[src/rtl/ex_branch_resolve.sv]
// ex_branch_resolve: EX-stage branch outcome, mispredict redirect and timed pipeline flush
module ex_branch_resolve #(
    parameter int size         = 32,
    parameter int CNT_W        = 16,
    parameter int FLUSH_CYCLES = 2
) (
    input  logic             clk,
    input  logic             reset,
    input  logic             valid_i,
    input  logic             Predicted_MPC_i,
    input  logic [2:0]       Branch_sel_i,
    input  logic [size-1:0]  A_i,
    input  logic [size-1:0]  B_i,
    input  logic [size-1:0]  Target_i,
    input  logic [size-1:0]  PCplus_i,
    output logic             flush_o,
    output logic             redirect_o,
    output logic [size-1:0]  redirect_pc_o,
    output logic             busy_o,
    output logic [CNT_W-1:0] branch_cnt_o,
    output logic [CNT_W-1:0] mispred_cnt_o
);
    localparam int FW = FLUSH_CYCLES > 1 ? $clog2(FLUSH_CYCLES) : 1;

    typedef enum logic {IDLE, FLUSH} state_t;

    state_t            state_q, state_d;
    logic [FW-1:0]     fcnt_q, fcnt_d;
    logic              redirect_q, redirect_d;
    logic [size-1:0]   pc_q, pc_d;
    logic [CNT_W-1:0]  bcnt_q, bcnt_d, mcnt_q, mcnt_d;
    logic              taken, mispredict;

    // actual branch outcome from the selected comparison
    always_comb begin
        taken = Branch_sel_i == 3'b001 ? A_i == B_i :
                Branch_sel_i == 3'b010 ? A_i != B_i :
                Branch_sel_i == 3'b011 ? $signed(A_i) < $signed(B_i) :
                Branch_sel_i == 3'b100 ? $signed(A_i) >= $signed(B_i) :
                Branch_sel_i == 3'b101 ? A_i < B_i :
                Branch_sel_i == 3'b110 ? A_i >= B_i :
                Branch_sel_i == 3'b111;
        mispredict = valid_i & (taken != Predicted_MPC_i);
    end

    // next state: resolve in IDLE, count down the flush window in FLUSH
    always_comb begin
        state_d    = state_q;
        fcnt_d     = fcnt_q;
        redirect_d = 1'b0;
        pc_d       = pc_q;
        bcnt_d     = bcnt_q;
        mcnt_d     = mcnt_q;
        if (state_q == IDLE) begin
            if (valid_i && Branch_sel_i != 3'b000)
                bcnt_d = &bcnt_q ? bcnt_q : bcnt_q + 1'b1;
            if (mispredict) begin
                mcnt_d     = &mcnt_q ? mcnt_q : mcnt_q + 1'b1;
                redirect_d = 1'b1;
                pc_d       = taken ? Target_i : PCplus_i;
                state_d    = FLUSH;
                fcnt_d     = FW'(FLUSH_CYCLES - 1);
            end
        end else if (fcnt_q == '0) begin
            state_d = IDLE;
        end else begin
            fcnt_d = fcnt_q - 1'b1;
        end
    end

    // state and output registers
    always_ff @(posedge clk) begin
        if (reset) begin
            state_q    <= IDLE;
            fcnt_q     <= '0;
            redirect_q <= 1'b0;
            pc_q       <= '0;
            bcnt_q     <= '0;
            mcnt_q     <= '0;
        end else begin
            state_q    <= state_d;
            fcnt_q     <= fcnt_d;
            redirect_q <= redirect_d;
            pc_q       <= pc_d;
            bcnt_q     <= bcnt_d;
            mcnt_q     <= mcnt_d;
        end
    end

    assign flush_o       = state_q == FLUSH;
    assign busy_o        = state_q == FLUSH;
    assign redirect_o    = redirect_q;
    assign redirect_pc_o = pc_q;
    assign branch_cnt_o  = bcnt_q;
    assign mispred_cnt_o = mcnt_q;
endmodule

[config.mk]
export PLATFORM = sky130hd
export DESIGN_NAME = ex_branch_resolve
export DESIGN_NICKNAME = d
export VERILOG_FILES = /design/src/rtl/ex_branch_resolve.sv
export SDC_FILE = /design/constraint.sdc
export NUM_CORES = 1
export LEC_CHECK = 0
export CAP_MARGIN = 20
export CELL_PAD_IN_SITES_DETAIL_PLACEMENT = 0
export CELL_PAD_IN_SITES_GLOBAL_PLACEMENT = 2
export CORE_ASPECT_RATIO = 0.9
export CORE_MARGIN = 3
export CORE_UTILIZATION = 38
export DETAILED_ROUTE_END_ITERATION = 6
export DONT_BUFFER_PORTS = 1
export HOLD_SLACK_MARGIN = 0.12
export MAX_ROUTING_LAYER = met4
export PLACE_DENSITY_LB_ADDON = 0.1
export SLEW_MARGIN = 20
export SYNTH_ARGS = -nofsm -noshare
export SYNTH_HDL_FRONTEND = slang
export SYNTH_SLANG_ARGS = --single-unit
[constraint.sdc]
create_clock -name clk -period 5 [get_ports clk]
set_input_delay 0 -clock clk [delete_from_list [all_inputs] [get_ports clk]]
set_output_delay 0 -clock clk [all_outputs]
set_load 0.03 [all_outputs]
==> results.md <==
- Internal power: 1.143 mW
- Iter 0 DRT Violations: 192
- Final period util: 0.7574
- Largest net degree at the start of global routing: 82
- GPL Wtd Cong: 0.7572
- Die Area: between 10000 and 15000 um2
- Core Region: ~11000 um2
- Initial antenna violation count: 0
- Setup ws final: 1213 ps
- Slowest-stage cell, CP: a2111oi_1
- Total number of vias: approximately 4000
- Final Max Tran Viols: 0
- R2R depth: 9
- Switch share: 0.3051
- DIE WIDTH: 120.5 um
- CP startpoint kind: primary input
- Kind of critical path: primary input to flop
- First-pass GRT wire length: between 20 and 25 mm
- Max cap viols: 0
- Post-cts resize count: 0
- Io pins: 202
- CTS tree: built
- Area fraction of the dominant cell type after synthesis: 0.2993
- P_leak: roughly 2.4 nW
- Worst Hold Endpoint: mispred_cnt_o[1]
- DRC viols: 0
- Most frequent CP cell: buf_4
- Detail Placement HPWL: between 8 and 9 mm
- CTS buffer count: 9
- GR Util All Layers: 0.1963
- Post-Syn Area: 4482 um2
- Crit Path Max Fanout: 35
- Worst-path clk slew: 60 ps
- Register area share after synthesis: 0.2993
- Final setup vio count: 0
- Grt met2 use: 0.3203
- Reg-to-reg endpoint: mispred_cnt_o[9]
- Max Clock Skew: about 4.7 ps
- Clk pwr share: 0.387
- Post-synth EDFFs: 0
- Synth cell types: 52
- Switching power: 0.5018 mW
- Post-synthesis register bit count: 67
- Number of nets with antenna violations after routing: 0
- Comb power frac: 0.194
- Core Rows: 36
- Fin crit period: around 3800 ps
- Worst skew pair latency: 330 ps
- Hold Crit Depth: 4
- Clock tree buffer depth: 2
- Yosys top cell by area: dfxtp_1
- Global route hottest layer: met2
- Least-Margin Pin Slew: ~800 ps
- Yosys warning count: 0
- Mean post-synth cell area: 8.346 um2
- Seq pwr share: 0.420
- Met3 Usage GRT: 0.06846
- Reg2Reg Launch Point: mispred_cnt_o[3]
- Routed len/inst: 16.61 um
- Initial Utilization: 0.4012
- Most instantiated cells after synthesis: inv_1 (71), dfxtp_1 (67), nor2_1 (43), nor3_1 (43)
- IO Port Bufs: 0
- Post-Synthesis Cells: 537
- PD cells: 293.9 nW/um2
- Number of global-route vias before repair: approximately 4100
- Final Hold Viols: 0
- Fmax: 264.1 MHz
- GR Overflow Total: 0
- Root Buffer: clkbuf_16
- RSZ-0062 raised after global routing: false
- DR pass1 iterations: 4
- Share of layout cells above drive strength 1: 0.1167
- Die Ht: 109.0 um
- Most frequent cell after synthesis: inv_1
- Via density: 5.318
- Fraction of registers with async set/reset: 0
- Post-Route WL: between 10 and 15 mm
- Setup_tns: 0 ps
- Outcome: complete, no violations
- Arr. time, crit path: 4060 ps
- Hold path startpoint: Predicted_MPC_i
- Ranking of synthesized cells by area: dfxtp_1 (30%), ha_1 (9.5%), a221oi_2 (9.4%), inv_1 (5.9%), nor3_1 (4.8%)
- Final nets: around 770
- CP endpoint kind: flop
- VDD IR max: 0.0002141 V
- H-tree lvl count: 3
- Critical path's largest stage delay: 730 ps
- Net count after synthesis: between 700 and 800
- Req. time, crit path: between 5000 and 6000 ps
- Worst Hold Class: primary input to flop
- Crit-path cells: inv_1 > ha_1 > nand4_1 > nor4_1 > a31oi_1 > a2111oi_1 > nor4_4 > buf_4 > nor3_1 > o211ai_4 > buf_4 > a221oi_1 > dlygate4sd3_1
- Antenna cells: 0
- # clock sinks: 67
- Met1 Use GR: 0.2403
- Top FF cell, synth: dfxtp_1
- Dpl ws: approximately 1400 ps
- R2R setup slack: between 1500 and 2000 ps
- Worst slew margin: 0.4677
- Layout overhead on the synthesized area: 24.87%
[how the worst max path moves through the flow]
stage / endpoint / from / cells past startpoint
floorplan: mispred_cnt_o[4] / B_i[5] / 12
global placement: mispred_cnt_o[9] / B_i[31] / 11
detailed placement: mispred_cnt_o[9] / B_i[31] / 11
CTS: redirect_pc_o[0] / B_i[31] / 13
global route: redirect_pc_o[0] / B_i[31] / 13
finish: redirect_pc_o[0] / B_i[31] / 13
[critical path, delay by kind of cell]
family	cells	cell delay, ps
AND/OR/NAND/NOR	4	1220
buffers and inverters	4	1210
adder cells (fa/ha/maj)	1	320
AO/OA/AOI/OAI	4	1290
[flip-flops by register name, indices dropped and copies added, names as in the netlist]
name           cells
branch_cnt_o      16
busy_o             1
fcnt_q             1
mispred_cnt_o     16
redirect_o         1
redirect_pc_o     32
[cell usage in the layout, fill, tap and decap left out, drive strengths merged, types with 2 or more instances in the layout]
master / instances
dfxtp: 67
and2: 2
nor4: 5
dlygate4sd3: 68
xor2: 4
buf: 6
a21boi: 4
nand4: 12
nand2: 27
a21o: 2
a221oi: 31
or4: 2
o21ai: 12
nand3: 17
a21oi: 27
nor2b: 14
ha: 34
xnor2: 6
inv: 71
and3: 3
mux2: 14
clkbuf: 13
nand2b: 34
a211oi: 5
nor2: 43
o211a: 5
or3: 8
nor3: 43
mux2i: 2
o211ai: 3
and4: 3
[power groups by stage]
stage / Sequential (mW) / Clock (mW) / Combinational (mW)
2_1_floorplan: 0.687 / 0 / 0.206
3_3_place_gp: 0.701 / 0 / 0.230
3_5_place_dp: 0.702 / 0 / 0.236
4_1_cts: 0.690 / 0.651 / 0.318
5_1_grt: 0.695 / 0.677 / 0.356
6_report: 0.690 / 0.636 / 0.318
[cells by family after synthesis]
family	count (synthesis)	share of synthesized area
buffers and inverters	97	0.09101
and+or+nand+nor	216	0.2527
AOI/OAI and AO/OA	97	0.2021
xor gates and xnor gates	10	0.01954
muxes	16	0.04048
adders and majority gates	34	0.09492
DFF	67	0.2993
[stage by stage]
step / hold slack, ps / util / cell area [um2] / instances / total power, mW
2_1_floorplan: 146.8 / - / 4482 / 537 / 0.8930
3_3_place_gp: 79.53 / 0.4112 / 4593 / 668 / 0.9313
3_5_place_dp: 79.73 / 0.4112 / 4593 / 668 / 0.9381
4_1_cts: 164.4 / 0.5010 / 5597 / 752 / 1.659
5_1_grt: 209.0 / 0.5010 / 5597 / 752 / 1.728
6_report: 182.3 / 0.5010 / 5597 / 752 / 1.645
[routing by layer]
metal / part of all wire / vias up
li1: - / 2010
met1: 0.44 / 1874
met2: 0.48 / 105
met3: 0.070 / 10
met4: 0.0094 / 0
met5: 0 / -
[layout make-up]
type	instances	area, um2
well taps	152	190.2
clock buffers	13	260.3
inverters	71	266.5
clock inverters	2	35.03
flip-flops and latches	67	1341
multi-input cells	373	2758
repair buffers	74	745.7
fillers	1071	5574
[repair_timing]
item	in CTS	in global routing
hold buffers	69	0
buffers inserted	0	0
hold endpoints to repair	66	0
(Power assumes the default switching activity.)
